`src/rtl/decode_exec_pipe_if.sv`:
```
// ID/EX boundary bundle: decoder-side inputs, execute-side registered twins,
// plus stall/halt/bubble-count status.
interface decode_exec_pipe_if #(
    parameter int REGI_BITS = 4,
    parameter int VECT_BITS = 2,
    parameter int REGI_SIZE = 16,
    parameter int VECT_SIZE = 8,
    parameter int ELEM_SIZE = 8
) ();
    localparam int VW = ELEM_SIZE * VECT_SIZE;

    logic                 valid_i;
    logic                 flush_i;
    logic                 hold_i;
    logic [REGI_SIZE-1:0] int_op1_i, int_op2_i;
    logic [VW-1:0]        v_op1_i, v_op2_i;
    logic [REGI_BITS-1:0] int_src1_i, int_src2_i;
    logic [1:0]           int_src_use_i;
    logic [VECT_BITS-1:0] v_src1_i, v_src2_i;
    logic [1:0]           v_src_use_i;
    logic [REGI_BITS-1:0] int_dest_i;
    logic [VECT_BITS-1:0] v_dest_i;
    logic [9:0]           ctrl_i;
    logic [7:0]           imm_i;
    logic [2:0]           alu_op_i;
    logic [1:0]           cond_i;
    logic [9:0]           jump_addr_i;
    logic [2:0]           swap_org_i, swap_dst_i;
    logic [REGI_SIZE-1:0] next_pc_i;

    logic [REGI_SIZE-1:0] int_op1_o, int_op2_o;
    logic [VW-1:0]        v_op1_o, v_op2_o;
    logic [REGI_BITS-1:0] int_src1_o, int_src2_o;
    logic [1:0]           int_src_use_o;
    logic [VECT_BITS-1:0] v_src1_o, v_src2_o;
    logic [1:0]           v_src_use_o;
    logic [REGI_BITS-1:0] int_dest_o;
    logic [VECT_BITS-1:0] v_dest_o;
    logic [9:0]           ctrl_o;
    logic [7:0]           imm_o;
    logic [2:0]           alu_op_o;
    logic [1:0]           cond_o;
    logic [9:0]           jump_addr_o;
    logic [2:0]           swap_org_o, swap_dst_o;
    logic [REGI_SIZE-1:0] next_pc_o;
    logic                 valid_o;
    logic                 stall_o;
    logic                 halted_o;
    logic [15:0]          bubble_cnt_o;

    modport slave (
        input  valid_i, flush_i, hold_i, int_op1_i, int_op2_i, v_op1_i, v_op2_i,
               int_src1_i, int_src2_i, int_src_use_i, v_src1_i, v_src2_i,
               v_src_use_i, int_dest_i, v_dest_i, ctrl_i, imm_i, alu_op_i,
               cond_i, jump_addr_i, swap_org_i, swap_dst_i, next_pc_i,
        output int_op1_o, int_op2_o, v_op1_o, v_op2_o, int_src1_o, int_src2_o,
               int_src_use_o, v_src1_o, v_src2_o, v_src_use_o, int_dest_o,
               v_dest_o, ctrl_o, imm_o, alu_op_o, cond_o, jump_addr_o,
               swap_org_o, swap_dst_o, next_pc_o, valid_o, stall_o, halted_o,
               bubble_cnt_o
    );

    modport master (
        output valid_i, flush_i, hold_i, int_op1_i, int_op2_i, v_op1_i, v_op2_i,
               int_src1_i, int_src2_i, int_src_use_i, v_src1_i, v_src2_i,
               v_src_use_i, int_dest_i, v_dest_i, ctrl_i, imm_i, alu_op_i,
               cond_i, jump_addr_i, swap_org_i, swap_dst_i, next_pc_i,
        input  int_op1_o, int_op2_o, v_op1_o, v_op2_o, int_src1_o, int_src2_o,
               int_src_use_o, v_src1_o, v_src2_o, v_src_use_o, int_dest_o,
               v_dest_o, ctrl_o, imm_o, alu_op_o, cond_o, jump_addr_o,
               swap_org_o, swap_dst_o, next_pc_o, valid_o, stall_o, halted_o,
               bubble_cnt_o
    );
endinterface

```
`src/rtl/decode_exec_pipe.sv`:
```
// ID/EX pipeline register with load-use bubble insertion, flush, hold,
// sticky end-of-program halt and a saturating bubble counter.
//   state | meaning
//   RUN   | normal capture / bubble / hold operation
//   HALT  | end instruction retired into EX; bubbles until reset
module decode_exec_pipe #(
    parameter int REGI_BITS = 4,
    parameter int VECT_BITS = 2,
    parameter int REGI_SIZE = 16,
    parameter int VECT_SIZE = 8,
    parameter int ELEM_SIZE = 8
) (
    input  logic                  clk_i,
    input  logic                  rst_i,
    decode_exec_pipe_if.slave     bus
);
    localparam int VW = ELEM_SIZE * VECT_SIZE;
    localparam int C_MEM_READ = 8;
    localparam int C_END      = 7;
    localparam int C_ALU_V    = 1;
    localparam logic [9:0] CTRL_NOP = 10'b00_0100_0000;

    typedef enum logic {RUN, HALT} state_t;

    typedef struct packed {
        logic                 valid;
        logic [9:0]           ctrl;
        logic [REGI_SIZE-1:0] int_op1, int_op2;
        logic [VW-1:0]        v_op1, v_op2;
        logic [REGI_BITS-1:0] int_src1, int_src2;
        logic [1:0]           int_src_use;
        logic [VECT_BITS-1:0] v_src1, v_src2;
        logic [1:0]           v_src_use;
        logic [REGI_BITS-1:0] int_dest;
        logic [VECT_BITS-1:0] v_dest;
        logic [7:0]           imm;
        logic [2:0]           alu_op;
        logic [1:0]           cond;
        logic [9:0]           jump_addr;
        logic [2:0]           swap_org, swap_dst;
        logic [REGI_SIZE-1:0] next_pc;
    } stage_t;

    state_t state_q, state_d;
    stage_t pipe_q, pipe_d, bubble, capture;
    logic [15:0] cnt_q, cnt_d;
    logic lu, int_hit, vec_hit;

    always_comb begin
        bubble      = '0;
        bubble.ctrl = CTRL_NOP;

        capture             = '0;
        capture.valid       = 1'b1;
        capture.ctrl        = bus.ctrl_i;
        capture.int_op1     = bus.int_op1_i;
        capture.int_op2     = bus.int_op2_i;
        capture.v_op1       = bus.v_op1_i;
        capture.v_op2       = bus.v_op2_i;
        capture.int_src1    = bus.int_src1_i;
        capture.int_src2    = bus.int_src2_i;
        capture.int_src_use = bus.int_src_use_i;
        capture.v_src1      = bus.v_src1_i;
        capture.v_src2      = bus.v_src2_i;
        capture.v_src_use   = bus.v_src_use_i;
        capture.int_dest    = bus.int_dest_i;
        capture.v_dest      = bus.v_dest_i;
        capture.imm         = bus.imm_i;
        capture.alu_op      = bus.alu_op_i;
        capture.cond        = bus.cond_i;
        capture.jump_addr   = bus.jump_addr_i;
        capture.swap_org    = bus.swap_org_i;
        capture.swap_dst    = bus.swap_dst_i;
        capture.next_pc     = bus.next_pc_i;
    end

    // Hazard is against the load currently sitting in EX; an EX bubble never matches.
    always_comb begin
        int_hit = (bus.int_src_use_i[0] && (bus.int_src1_i == pipe_q.int_dest)) ||
                  (bus.int_src_use_i[1] && (bus.int_src2_i == pipe_q.int_dest));
        vec_hit = (bus.v_src_use_i[0] && (bus.v_src1_i == pipe_q.v_dest)) ||
                  (bus.v_src_use_i[1] && (bus.v_src2_i == pipe_q.v_dest));
        lu = pipe_q.valid && pipe_q.ctrl[C_MEM_READ] && bus.valid_i &&
             (pipe_q.ctrl[C_ALU_V] ? vec_hit : int_hit);
    end

    always_comb begin
        state_d     = state_q;
        pipe_d      = pipe_q;
        cnt_d       = cnt_q;
        bus.stall_o = 1'b0;
        case (state_q)
            RUN: begin
                bus.stall_o = !bus.flush_i && (bus.hold_i || lu);
                if (bus.flush_i) begin
                    pipe_d = bubble;
                end else if (bus.hold_i) begin
                    pipe_d = pipe_q;
                end else if (lu) begin
                    pipe_d = bubble;
                    if (cnt_q != 16'hFFFF) begin
                        cnt_d = cnt_q + 16'd1;
                    end
                end else if (bus.valid_i) begin
                    pipe_d = capture;
                    if (bus.ctrl_i[C_END]) begin
                        state_d = HALT;
                    end
                end else begin
                    pipe_d = bubble;
                end
            end
            HALT: begin
                bus.stall_o = 1'b1;
                pipe_d      = bubble;
            end
            default: begin
                state_d = RUN;
                pipe_d  = bubble;
            end
        endcase
    end

    always_ff @(posedge clk_i) begin
        if (!rst_i) begin
            state_q <= RUN;
            pipe_q  <= bubble;
            cnt_q   <= 16'd0;
        end else begin
            state_q <= state_d;
            pipe_q  <= pipe_d;
            cnt_q   <= cnt_d;
        end
    end

    assign bus.valid_o       = pipe_q.valid;
    assign bus.ctrl_o        = pipe_q.ctrl;
    assign bus.int_op1_o     = pipe_q.int_op1;
    assign bus.int_op2_o     = pipe_q.int_op2;
    assign bus.v_op1_o       = pipe_q.v_op1;
    assign bus.v_op2_o       = pipe_q.v_op2;
    assign bus.int_src1_o    = pipe_q.int_src1;
    assign bus.int_src2_o    = pipe_q.int_src2;
    assign bus.int_src_use_o = pipe_q.int_src_use;
    assign bus.v_src1_o      = pipe_q.v_src1;
    assign bus.v_src2_o      = pipe_q.v_src2;
    assign bus.v_src_use_o   = pipe_q.v_src_use;
    assign bus.int_dest_o    = pipe_q.int_dest;
    assign bus.v_dest_o      = pipe_q.v_dest;
    assign bus.imm_o         = pipe_q.imm;
    assign bus.alu_op_o      = pipe_q.alu_op;
    assign bus.cond_o        = pipe_q.cond;
    assign bus.jump_addr_o   = pipe_q.jump_addr;
    assign bus.swap_org_o    = pipe_q.swap_org;
    assign bus.swap_dst_o    = pipe_q.swap_dst;
    assign bus.next_pc_o     = pipe_q.next_pc;
    assign bus.halted_o      = (state_q == HALT);
    assign bus.bubble_cnt_o  = cnt_q;
endmodule

```
`src/flat_wrapper.sv`:
```
// flat-port wrapper written by rule: the top's interface ports become plain ports
module decode_exec_pipe_flat 
#(
    parameter int REGI_BITS = 4,
    parameter int VECT_BITS = 2,
    parameter int REGI_SIZE = 16,
    parameter int VECT_SIZE = 8,
    parameter int ELEM_SIZE = 8
)
  (clk_i, rst_i, bus_valid_i, bus_flush_i, bus_hold_i, bus_int_op1_i, bus_int_op2_i, bus_v_op1_i, bus_v_op2_i, bus_int_src1_i, bus_int_src2_i, bus_int_src_use_i, bus_v_src1_i, bus_v_src2_i, bus_v_src_use_i, bus_int_dest_i, bus_v_dest_i, bus_ctrl_i, bus_imm_i, bus_alu_op_i, bus_cond_i, bus_jump_addr_i, bus_swap_org_i, bus_swap_dst_i, bus_next_pc_i, bus_int_op1_o, bus_int_op2_o, bus_v_op1_o, bus_v_op2_o, bus_int_src1_o, bus_int_src2_o, bus_int_src_use_o, bus_v_src1_o, bus_v_src2_o, bus_v_src_use_o, bus_int_dest_o, bus_v_dest_o, bus_ctrl_o, bus_imm_o, bus_alu_op_o, bus_cond_o, bus_jump_addr_o, bus_swap_org_o, bus_swap_dst_o, bus_next_pc_o, bus_valid_o, bus_stall_o, bus_halted_o, bus_bubble_cnt_o);
  decode_exec_pipe_if #(.REGI_BITS(REGI_BITS), .VECT_BITS(VECT_BITS), .REGI_SIZE(REGI_SIZE), .VECT_SIZE(VECT_SIZE), .ELEM_SIZE(ELEM_SIZE)) bus_i ();
  input  logic clk_i;
  input  logic rst_i;
  input wire logic [$bits(bus_i.valid_i)-1:0] bus_valid_i;
  input wire logic [$bits(bus_i.flush_i)-1:0] bus_flush_i;
  input wire logic [$bits(bus_i.hold_i)-1:0] bus_hold_i;
  input wire logic [$bits(bus_i.int_op1_i)-1:0] bus_int_op1_i;
  input wire logic [$bits(bus_i.int_op2_i)-1:0] bus_int_op2_i;
  input wire logic [$bits(bus_i.v_op1_i)-1:0] bus_v_op1_i;
  input wire logic [$bits(bus_i.v_op2_i)-1:0] bus_v_op2_i;
  input wire logic [$bits(bus_i.int_src1_i)-1:0] bus_int_src1_i;
  input wire logic [$bits(bus_i.int_src2_i)-1:0] bus_int_src2_i;
  input wire logic [$bits(bus_i.int_src_use_i)-1:0] bus_int_src_use_i;
  input wire logic [$bits(bus_i.v_src1_i)-1:0] bus_v_src1_i;
  input wire logic [$bits(bus_i.v_src2_i)-1:0] bus_v_src2_i;
  input wire logic [$bits(bus_i.v_src_use_i)-1:0] bus_v_src_use_i;
  input wire logic [$bits(bus_i.int_dest_i)-1:0] bus_int_dest_i;
  input wire logic [$bits(bus_i.v_dest_i)-1:0] bus_v_dest_i;
  input wire logic [$bits(bus_i.ctrl_i)-1:0] bus_ctrl_i;
  input wire logic [$bits(bus_i.imm_i)-1:0] bus_imm_i;
  input wire logic [$bits(bus_i.alu_op_i)-1:0] bus_alu_op_i;
  input wire logic [$bits(bus_i.cond_i)-1:0] bus_cond_i;
  input wire logic [$bits(bus_i.jump_addr_i)-1:0] bus_jump_addr_i;
  input wire logic [$bits(bus_i.swap_org_i)-1:0] bus_swap_org_i;
  input wire logic [$bits(bus_i.swap_dst_i)-1:0] bus_swap_dst_i;
  input wire logic [$bits(bus_i.next_pc_i)-1:0] bus_next_pc_i;
  output wire logic [$bits(bus_i.int_op1_o)-1:0] bus_int_op1_o;
  output wire logic [$bits(bus_i.int_op2_o)-1:0] bus_int_op2_o;
  output wire logic [$bits(bus_i.v_op1_o)-1:0] bus_v_op1_o;
  output wire logic [$bits(bus_i.v_op2_o)-1:0] bus_v_op2_o;
  output wire logic [$bits(bus_i.int_src1_o)-1:0] bus_int_src1_o;
  output wire logic [$bits(bus_i.int_src2_o)-1:0] bus_int_src2_o;
  output wire logic [$bits(bus_i.int_src_use_o)-1:0] bus_int_src_use_o;
  output wire logic [$bits(bus_i.v_src1_o)-1:0] bus_v_src1_o;
  output wire logic [$bits(bus_i.v_src2_o)-1:0] bus_v_src2_o;
  output wire logic [$bits(bus_i.v_src_use_o)-1:0] bus_v_src_use_o;
  output wire logic [$bits(bus_i.int_dest_o)-1:0] bus_int_dest_o;
  output wire logic [$bits(bus_i.v_dest_o)-1:0] bus_v_dest_o;
  output wire logic [$bits(bus_i.ctrl_o)-1:0] bus_ctrl_o;
  output wire logic [$bits(bus_i.imm_o)-1:0] bus_imm_o;
  output wire logic [$bits(bus_i.alu_op_o)-1:0] bus_alu_op_o;
  output wire logic [$bits(bus_i.cond_o)-1:0] bus_cond_o;
  output wire logic [$bits(bus_i.jump_addr_o)-1:0] bus_jump_addr_o;
  output wire logic [$bits(bus_i.swap_org_o)-1:0] bus_swap_org_o;
  output wire logic [$bits(bus_i.swap_dst_o)-1:0] bus_swap_dst_o;
  output wire logic [$bits(bus_i.next_pc_o)-1:0] bus_next_pc_o;
  output wire logic [$bits(bus_i.valid_o)-1:0] bus_valid_o;
  output wire logic [$bits(bus_i.stall_o)-1:0] bus_stall_o;
  output wire logic [$bits(bus_i.halted_o)-1:0] bus_halted_o;
  output wire logic [$bits(bus_i.bubble_cnt_o)-1:0] bus_bubble_cnt_o;
  assign bus_i.valid_i = bus_valid_i;
  assign bus_i.flush_i = bus_flush_i;
  assign bus_i.hold_i = bus_hold_i;
  assign bus_i.int_op1_i = bus_int_op1_i;
  assign bus_i.int_op2_i = bus_int_op2_i;
  assign bus_i.v_op1_i = bus_v_op1_i;
  assign bus_i.v_op2_i = bus_v_op2_i;
  assign bus_i.int_src1_i = bus_int_src1_i;
  assign bus_i.int_src2_i = bus_int_src2_i;
  assign bus_i.int_src_use_i = bus_int_src_use_i;
  assign bus_i.v_src1_i = bus_v_src1_i;
  assign bus_i.v_src2_i = bus_v_src2_i;
  assign bus_i.v_src_use_i = bus_v_src_use_i;
  assign bus_i.int_dest_i = bus_int_dest_i;
  assign bus_i.v_dest_i = bus_v_dest_i;
  assign bus_i.ctrl_i = bus_ctrl_i;
  assign bus_i.imm_i = bus_imm_i;
  assign bus_i.alu_op_i = bus_alu_op_i;
  assign bus_i.cond_i = bus_cond_i;
  assign bus_i.jump_addr_i = bus_jump_addr_i;
  assign bus_i.swap_org_i = bus_swap_org_i;
  assign bus_i.swap_dst_i = bus_swap_dst_i;
  assign bus_i.next_pc_i = bus_next_pc_i;
  assign bus_int_op1_o = bus_i.int_op1_o;
  assign bus_int_op2_o = bus_i.int_op2_o;
  assign bus_v_op1_o = bus_i.v_op1_o;
  assign bus_v_op2_o = bus_i.v_op2_o;
  assign bus_int_src1_o = bus_i.int_src1_o;
  assign bus_int_src2_o = bus_i.int_src2_o;
  assign bus_int_src_use_o = bus_i.int_src_use_o;
  assign bus_v_src1_o = bus_i.v_src1_o;
  assign bus_v_src2_o = bus_i.v_src2_o;
  assign bus_v_src_use_o = bus_i.v_src_use_o;
  assign bus_int_dest_o = bus_i.int_dest_o;
  assign bus_v_dest_o = bus_i.v_dest_o;
  assign bus_ctrl_o = bus_i.ctrl_o;
  assign bus_imm_o = bus_i.imm_o;
  assign bus_alu_op_o = bus_i.alu_op_o;
  assign bus_cond_o = bus_i.cond_o;
  assign bus_jump_addr_o = bus_i.jump_addr_o;
  assign bus_swap_org_o = bus_i.swap_org_o;
  assign bus_swap_dst_o = bus_i.swap_dst_o;
  assign bus_next_pc_o = bus_i.next_pc_o;
  assign bus_valid_o = bus_i.valid_o;
  assign bus_stall_o = bus_i.stall_o;
  assign bus_halted_o = bus_i.halted_o;
  assign bus_bubble_cnt_o = bus_i.bubble_cnt_o;
  decode_exec_pipe #(.REGI_BITS(REGI_BITS), .VECT_BITS(VECT_BITS), .REGI_SIZE(REGI_SIZE), .VECT_SIZE(VECT_SIZE), .ELEM_SIZE(ELEM_SIZE)) u_core (.clk_i(clk_i), .rst_i(rst_i), .bus(bus_i));
endmodule
```
`config.mk`:
```
export PLATFORM = sky130hd
export DESIGN_NAME = decode_exec_pipe_flat
export DESIGN_NICKNAME = d
export VERILOG_FILES = /design/src/rtl/decode_exec_pipe_if.sv /design/src/rtl/decode_exec_pipe.sv /design/src/flat_wrapper.sv
export SDC_FILE = /design/constraint.sdc
export NUM_CORES = 1
export LEC_CHECK = 0
export CORE_AREA = 2 2 191 193
export CTS_CLUSTER_DIAMETER = 150
export CTS_CLUSTER_SIZE = 10
export DETAILED_ROUTE_END_ITERATION = 7
export DIE_AREA = 0 0 193 195
export GPL_TIMING_DRIVEN = 0
export MAX_ROUTING_LAYER = met4
export SYNTH_ARGS = -nofsm -noshare
export SYNTH_HDL_FRONTEND = slang
export SYNTH_SLANG_ARGS = --single-unit
export TNS_END_PERCENT = 5
```
`constraint.sdc`:
```
create_clock -name clk_i -period 2.88 [get_ports clk_i]
set_input_delay 0.576 -clock clk_i [delete_from_list [all_inputs] [get_ports clk_i]]
set_output_delay 0.576 -clock clk_i [all_outputs]
set_load 0.01 [all_outputs]
```
After elaboration in Yosys (flattened, before gate mapping)

Cells that the tools add are included.

Mux-type cells: 13
Bitwise operators: 3
Reduce and logical (&&, ||, !) cells: 13
Add/sub/neg operators: 1
Equality and inequality tests: 6

Operator list:

| kind                                          | number |
|---|---|
| 2-to-1 mux 238 bit                            | 4 |
| case mux 238 bit (2 select lines)             | 1 |
| adder 16 x 1 -> 16 bit, second input constant | 1 |
| inequality test 16 bit, second input constant | 1 |
| == test 4 bit                                 | 2 |
| logical AND 1 bit                             | 8 |
| 2-to-1 mux 1 bit                              | 7 |
| AND reduction 5 bit                           | 1 |
| == test 2 bit                                 | 2 |
| logical OR 1 bit                              | 3 |
| inequality test 3 bit, second input constant  | 1 |
| inverter 1 bit                                | 3 |
| case mux 1 bit (2 select lines)               | 1 |
| zero test 1 bit                               | 1 |

Word-level logic and storage cells: 59
Output and inout port bits: 256
Flip-flop bits (word level): 255
Input port bits: 242

Longest topological paths before layout

Gate-level depths: netlist (run 1).

Depth after elaboration: 9
Mapped depth: 9
Depth with buffers taken out: 6

Least setup slack after synthesis (run 1)

OpenSTA, ideal clock, no wires.

Path type: input port to flip-flop
From: input bus_int_src1_i[1]
To: register u_core.pipe_q (netlist bit u_core.bus.alu_op_o[0])
Library setup time: 0.117 ns
Slack: 0.835 ns
Stages: 8
Path buffers: 3
Data arrival time: 1.928 ns
Required time: 2.763 ns
Path through: xor2_1 > nor4_4 > o21ai_2 > and3_1 > buf_2 > buf_6 > buf_6 > a22o_1

Longest elaborated chain between the ends: 9

RTL lines:

| what                              | RTL line                | RTL |
|---|---|---|
| start, declared                   | flat_wrapper.sv:21      | `input wire logic [$bits(bus_i.int_src1_i)-1:0] bus_int_src1_i;` |
| == test 4 bit                     | decode_exec_pipe.sv:79  | `int_hit = (bus.int_src_use_i[0] && (bus.int_src1_i == pipe_q.int_dest)) \|\|` |
| logical AND 1 bit                 | decode_exec_pipe.sv:79  |  |
| logical OR 1 bit                  | decode_exec_pipe.sv:79  |  |
| 2-to-1 mux 1 bit                  | decode_exec_pipe.sv:84  | `(pipe_q.ctrl[C_ALU_V] ? vec_hit : int_hit);` |
| logical AND 1 bit                 | decode_exec_pipe.sv:83  | `lu = pipe_q.valid && pipe_q.ctrl[C_MEM_READ] && bus.valid_i &&` |
| 2-to-1 mux 238 bit                | decode_exec_pipe.sv:99  | `end else if (lu) begin` |
| 2-to-1 mux 238 bit                | decode_exec_pipe.sv:97  | `end else if (bus.hold_i) begin` |
| 2-to-1 mux 238 bit                | decode_exec_pipe.sv:95  | `if (bus.flush_i) begin` |
| case mux 238 bit (2 select lines) | decode_exec_pipe.sv:92  | `case (state_q)` |
| end signal, assigned              | decode_exec_pipe.sv:127 | `pipe_q <= bubble;` |
| end signal, assigned              | decode_exec_pipe.sv:131 | `pipe_q <= pipe_d;` |
| end, declared                     | decode_exec_pipe.sv:45  | `stage_t pipe_q, pipe_d, bubble, capture;` |

No other way between the ends. The select of a mux whose other input is x is not followed.
A chain may end at the register's enable or synchronous reset.

Worst setup path in the final report (run 1)

From: input bus_v_src2_i[1]
To: output bus_stall_o

Longest elaborated chain between the ends: 8

RTL lines:

| what                            | RTL line               | RTL |
|---|---|---|
| start, declared                 | flat_wrapper.sv:25     | `input wire logic [$bits(bus_i.v_src2_i)-1:0] bus_v_src2_i;` |
| == test 2 bit                   | decode_exec_pipe.sv:82 | `(bus.v_src_use_i[1] && (bus.v_src2_i == pipe_q.v_dest));` |
| logical AND 1 bit               | decode_exec_pipe.sv:82 |  |
| logical OR 1 bit                | decode_exec_pipe.sv:81 | `vec_hit = (bus.v_src_use_i[0] && (bus.v_src1_i == pipe_q.v_dest)) \|\|` |
| 2-to-1 mux 1 bit                | decode_exec_pipe.sv:84 |  |
| logical AND 1 bit               | decode_exec_pipe.sv:83 |  |
| logical OR 1 bit                | decode_exec_pipe.sv:94 | `bus.stall_o = !bus.flush_i && (bus.hold_i \|\| lu);` |
| logical AND 1 bit               | decode_exec_pipe.sv:94 |  |
| case mux 1 bit (2 select lines) | decode_exec_pipe.sv:92 |  |
| end, declared                   | flat_wrapper.sv:58     | `output wire logic [$bits(bus_i.stall_o)-1:0] bus_stall_o;` |

No other way between the ends.

==> reports/metrics.yaml, run 1 <==
run_status:
  status: "completed"
critical_path:
  cp_max_fo: 3
  ff2ff_setup_slack_ps: 750
  crit_chain: "clkdlybuf4s50_1, xnor2_1, nand3_1, a31oi_4, o21ai_2, a21oi_1, dlygate4sd2_1"
  cp.required_ps: 2300
  crit_type: "input pin to primary output"
  max_stage_delay_ps: 510
  end_kind: "primary output"
  crit_arrival_ps: 2220
  cp_slowest_cell: "clkdlybuf4s50_1"
  worstSetupStartpointType: "input pin"
placed_design:
  dpl-instance-area_um2: 13800
  io_buffers: 497
  hpwl_mm: 24.3
  routabilityCongestion: 0.811
logic_synthesis:
  synth_cell_type_count: 37
  syn_inst: 657
  netlist_area_um2: 8290
  synth.avg_cell_area_um2: 12.6
  ys_seq_area_frac: 0.616
  synth-async-reset-ratio: 0
  syn_nets: 900
  ys_warn_count: 0
  ys_ff_latch: 255
  synth_flop_cell: "dfxtp_1"
  synth_edf_count: 0
grt:
  grt_max_degree: 14
  grt.overflow.total: 0
  antenna_found_initial: 0
  grt_use_total: 0.164
  grt_pass1_wl_mm: 46.0
  first_global_vias: 7624
sta:
  fmax_mhz: 358
  worst_slew_pin_slew_ps: 592
  maxSlewHeadroom: 0.605
  min_period_ps: 2800
  rsz0062_at_grt: "no"
  finalSetupViolCount: 0
  hold_viol: 0
  hold_ws_ps: 473
  period_share: 0.971
  slew_violations: 0
  worst_clock_skew_ps: 14.2
die:
  fp.dieH_um: 195
  num_io_pins: 498
  row_count: 69
  initial_utilization: 0.234
  core-area_um2: 35400
  die_x_um: 193
  dieArea_um2: 37600
layout:
  fin_nets: 1431
  fin_util: 0.413
  n_fill_cell: 3367
  multi_input_area_um2: 2770
  antenna_cells: 0
  seqCellArea_um2: 5100
  postLayoutCellArea_um2: 14600
  drive_above_1_share: 0.0623
  syn2layout_area_growth_pct: 76.4
run:
  cap_violations: 0
cts:
  cts_num_sinks: 255
  cts_buffers: 29
  clock_latency_ps: 550
  clk_pin_slew_ps: 50
  h-tree-depth: 1
  clk_path_buf_depth: 3
  cts_root_buf: "clkbuf_16"
  cts_tree: "done"
route:
  drc_errors: 0
  wire_per_inst_um: 19.3
  vias_per_cell: 4.56
  drt-total-wl_mm: 31.9
  via_count: 7507
  drt-initial-drc-count: 230
  dr.pass1.iters: 4
  drtAntennaViolNets: 0
power_and_ir_drop:
  ir_drop_mv: 0.440
  finalPower_mw: 7.51
  power.leakage_nw: 5.45
  power.density_nw_per_um2: 514
worst_hold_path:
  hold_path.class: "register to register"
## worst max-delay path, delay by kind of cell
kind,cells,cell delay [ps]
buf+inv,2,830
simple gates,1,170
xor+xnor,1,130
compound gates,3,500
## metrics by stage
stage	setup WS [ps]	cells	TNS (ps)
after floorplan	835	657	0
final	84.3	1648	0
after CTS	87.6	1648	0
after detailed placement	-1070	1615	-186030
after global routing	7.76	1648	0
after global placement	-1140	1615	-201500
## registers in the layout (all words and copies together) (netlist names), 3 cells and up
| name | flops |
|---|---|
| u_core.bus.alu_op_o | 3 |
| u_core.bus.bubble_cnt_o | 16 |
| u_core.bus.ctrl_o | 10 |
| u_core.bus.imm_o | 8 |
| u_core.bus.int_dest_o | 4 |
| u_core.bus.int_op1_o | 16 |
| u_core.bus.int_op2_o | 16 |
| u_core.bus.int_src1_o | 4 |
| u_core.bus.int_src2_o | 4 |
| u_core.bus.jump_addr_o | 10 |
| u_core.bus.next_pc_o | 16 |
| u_core.bus.swap_dst_o | 3 |
| u_core.bus.swap_org_o | 3 |
| u_core.bus.v_op1_o | 64 |
| u_core.bus.v_op2_o | 64 |
## power by group
part	total (mW)	internal, mW	switching (mW)	leakage (nW)
registers	3.64	3.60	0.0402	2.06
clock network	3.15	1.76	1.39	0.358
logic	0.726	0.476	0.250	3.03
total	7.51	5.83	1.68	5.45
## cells in the mapped netlist, drive strengths merged (3+ instances only)
cell type / instances / area (um^2)
or3: 11 / 68.8
xnor2: 6 / 52.6
nor4: 3 / 33.8
inv: 5 / 18.8
a22o: 237 / 2080
clkbuf: 21 / 78.8
or4: 4 / 30.0
buf: 35 / 335
dfxtp: 255 / 5100
nand2: 7 / 26.3
o21ai: 13 / 68.8
xor2: 7 / 61.3
o31ai: 3 / 22.5
nor2: 5 / 18.8
a21oi: 15 / 75.1
and3: 3 / 23.8
nand3: 12 / 60.1
## layout make-up
class / count / area share
clock inverter: 1 / 0.000514
buffer: 56 / 0.0284
clock buffer: 29 / 0.0496
inverter: 6 / 0.00154
multi-input combinational: 340 / 0.189
sequential: 255 / 0.349
timing repair buffer: 500 / 0.342
tap: 461 / 0.0395
## cell usage in the layout, fill, tap and decap left out, drive strengths merged, types with 7 or more instances in the layout
cell and count:
o21ai 13, a21oi 15, buf 38, nand3 12
dfxtp 255, clkdlybuf4s50 496, a22o 237, xor2 7
nand2 7, or3 11, clkbuf 50
## kinds of logic after synthesis
family,Yosys count,synth area share
compound gates,274,0.278
xor+xnor,13,0.0137
fa+ha+maj,1,0.00151
buf+inv,62,0.0527
flops,255,0.616
simple gates,52,0.0382
## worst paths after layout
path,start,endpoint,depth (start not counted)
setup reg to reg,u_core.bus.v_dest_o[0]$_SDFFE_PN0P_,u_core.bus.ctrl_o[4]$_SDFFE_PN0P_,9
hold reg to reg,u_core.bus.v_op1_o[9]$_SDFFE_PN0P_,u_core.bus.v_op1_o[9]$_SDFFE_PN0P_,1
hold / removal,u_core.bus.v_op1_o[9]$_SDFFE_PN0P_,u_core.bus.v_op1_o[9]$_SDFFE_PN0P_,1
setup / recovery,bus_v_src2_i[1],bus_stall_o,7
## metal layers
metal	wire length [um]	part of all wire	track usage
met3	2880	0.090	0.0449
met1	12700	0.40	0.185
met4	875	0.027	0.0511
met2	15400	0.48	0.280
met5	0	0	-
## repair_timing
| item | CTS | global route |
|---|---|---|
| buffers inserted | 3 | 0 |
| gates resized for setup | 5 | 0 |
| hold buffers | 0 | 0 |
| setup endpoints to repair | 221 | 0 |
Power figures use the tool's default switching activity.
==> run 2: changes to the inputs <==
--- a/config.mk
+++ b/config.mk
@@ -5,13 +5,14 @@
 export SDC_FILE = /design/constraint.sdc
 export NUM_CORES = 1
 export LEC_CHECK = 0
-export CORE_AREA = 2 2 191 193
+export CORE_AREA = 2 2 193 195
 export CTS_CLUSTER_DIAMETER = 150
 export CTS_CLUSTER_SIZE = 10
 export DETAILED_ROUTE_END_ITERATION = 7
-export DIE_AREA = 0 0 193 195
+export DIE_AREA = 0 0 195 197
 export GPL_TIMING_DRIVEN = 0
 export MAX_ROUTING_LAYER = met4
+export PLACE_DENSITY_LB_ADDON = 0.3
 export SYNTH_ARGS = -nofsm -noshare
 export SYNTH_HDL_FRONTEND = slang
 export SYNTH_SLANG_ARGS = --single-unit
==> constraint.sdc (replaced) <==
create_clock -name clk_i -period 2.95 [get_ports clk_i]
set_input_delay 0.59 -clock clk_i [delete_from_list [all_inputs] [get_ports clk_i]]
set_output_delay 0.59 -clock clk_i [all_outputs]
set_load 0.01 [all_outputs]
==> run 2 against run 1 <==
Effect of this change:
- cell count grew 0.61%
- die area is 2.1% higher
- flip-flop and latch count is the same
- critical path type unchanged
- sequential share of layout area is 0.051 points lower
- critical path depth unchanged
- clock power decreased by 3%
- count of clock-buffer cells in the layout is the same
- first-iteration DRC count up 3.5%
- largest power group unchanged
- setup slack improved by 59 ps
==> reports/metrics.yaml, run 2 (same netlist as run 1, synthesis figures left out) <==
route:
  drc_errors: 0
  dr.pass1.iters: 4
  wire_per_inst_um: 19.8
  via_count: 7472
  drt-initial-drc-count: 238
  vias_per_cell: 4.51
  drtAntennaViolNets: 0
  drt-total-wl_mm: 32.9
sta:
  slew_violations: 0
  hold_ws_ps: 475
  finalWorstSetupSlack_ps: 143
  fmax_mhz: 356
  maxSlewHeadroom: 0.540
  rsz0062_at_grt: "no"
  worst_clock_skew_ps: 10.8
  finalSetupViolCount: 0
  min_period_ps: 2810
  hold_viol: 0
  setup_tns_ps: 0
  period_share: 0.951
  worst_slew_pin_slew_ps: 690
worst_hold_path:
  hold_start: "u_core.bus.v_op1_o[52]$_SDFFE_PN0P_"
  min_delay_path_depth: 1
  hold_path.class: "register to register"
  worst_hold_path.endpoint: "u_core.bus.v_op1_o[52]$_SDFFE_PN0P_"
grt:
  antenna_found_initial: 3
  grt_max_degree: 14
  grt.overflow.total: 0
  grt_use_met2: 0.291
  met3_usage: 0.0496
  use_met1: 0.178
  gr-max-usage-layer: "met2"
  first_global_vias: 7662
  grt_pass1_wl_mm: 47.3
  grt_use_total: 0.167
layout:
  final_cell_count_no_fill: 1658
  final_common_cell: "clkdlybuf4s50_1"
  fin_nets: 1432
  fin_util: 0.404
  syn2layout_area_growth_pct: 76.7
  drive_above_1_share: 0.0631
  n_fill_cell: 3555
  postLayoutCellArea_um2: 14600
  layout_common_cells: "496 x clkdlybuf4s50_1, 255 x dfxtp_1, 237 x a22o_1"
critical_path:
  ff2ff_setup_slack_ps: 810
  cp_max_fo: 3
  end_kind: "primary output"
  rr_worst_depth: 9
  crit_arrival_ps: 2220
  reg2reg_to: "u_core.bus.bubble_cnt_o[0]$_SDFFE_PN0P_"
  r2r_start: "u_core.bus.int_dest_o[3]$_SDFFE_PN0P_"
  crit_type: "input pin to primary output"
  cp.required_ps: 2360
  worstSetupStartpointType: "input pin"
run:
  cap_violations: 0
power_and_ir_drop:
  finalPower_mw: 7.31
  pwr-share-comb: 0.098
  power.density_nw_per_um2: 499
  p_sw_frac: 0.221
  p_seq_frac: 0.486
  power.leakage_nw: 5.45
  internal_power_mw: 5.69
  ir_drop_mv: 0.382
  clock_power_share: 0.416
  netSwitchingPower_mw: 1.62
cts:
  cts_num_sinks: 255
  h-tree-depth: 1
  cts_tree: "done"
  cts_buffers: 29
  cts_root_buf: "clkbuf_16"
  clk_path_buf_depth: 3
  holdBufCountCts: 0
  clk_pin_slew_ps: 50
  clock_latency_ps: 540
placed_design:
  hpwl_mm: 25.3
  place_inst: 1622
  routabilityCongestion: 0.858
  io_buffers: 497
  dpl-instance-area_um2: 13800
  dpl_worst_slack_ps: -916
die:
  initial_utilization: 0.229
  row_count: 70
  num_io_pins: 498
  fp.dieH_um: 197
  core-area_um2: 36300
  dieArea_um2: 38400
  die_x_um: 195
run_status:
  status: "completed"
## run 2: cell types whose count changed in the layout (fill, tap and decap cells not counted)
cell / change
buf_4: +1
diode_2: +2
## run 2: worst max path at each step
stage                           start                              endpoint  slack [ps]  cells past startpoint
floorplan           bus_int_src1_i[1]   u_core.bus.alu_op_o[0]$_SDFFE_PN0P_         890                      8
CTS                             rst_i   u_core.bus.v_op1_o[51]$_SDFFE_PN0P_          20                      6
global route          bus_v_src2_i[0]                           bus_stall_o          40                      7
finish              bus_int_src2_i[3]                           bus_stall_o         140                      7
detailed placement              rst_i  u_core.bus.int_op1_o[8]$_SDFFE_PN0P_        -920                      6
global placement                rst_i  u_core.bus.int_op1_o[7]$_SDFFE_PN0P_        -920                      6
## run 2: routing by layer
| metal | wire length [um] | part of all wire |
|---|---|---|
| met5 | 0 | 0 |
| met4 | 1060 | 0.032 |
| met3 | 2810 | 0.085 |
| met2 | 16400 | 0.50 |
| met1 | 12700 | 0.38 |
## run 2: final cells by class
class	count	area [um^2]	area share
sequential	255	5100	0.349
timing repair buffer	501	5000	0.342
multi-input combinational	340	2770	0.189
clock buffer	29	726	0.0496
tap	468	586	0.0400
buffer	56	415	0.0284
inverter	6	22.5	0.00154
clock inverter	1	7.51	0.000513
antenna	2	5.00	0.000342
## run 2: power groups by stage
stage / registers, mW / logic [mW] / clock network, mW
floorplan: 3.65 / 0.146 / 0
global placement: 3.63 / 0.713 / 0
detailed placement: 3.63 / 0.715 / 0
CTS: 3.55 / 0.722 / 3.14
global route: 3.56 / 0.759 / 3.26
finish: 3.55 / 0.715 / 3.04
## run 2: worst max-delay path, cell delays in order
cell and delay [ps]:
clkdlybuf4s50_1 470, xor2_1 180, nor3_1 190, a31o_1 240, o21ai_2 90, a21oi_1 140
dlygate4sd2_1 310
## run 2: repair_timing
action                                 4_1_cts  5_1_grt
buffers inserted                             2        2
pin swaps                                    2        2
setup endpoints to repair                  201       50
endpoints found under the hold margin        0        0
resized for setup                            4        1
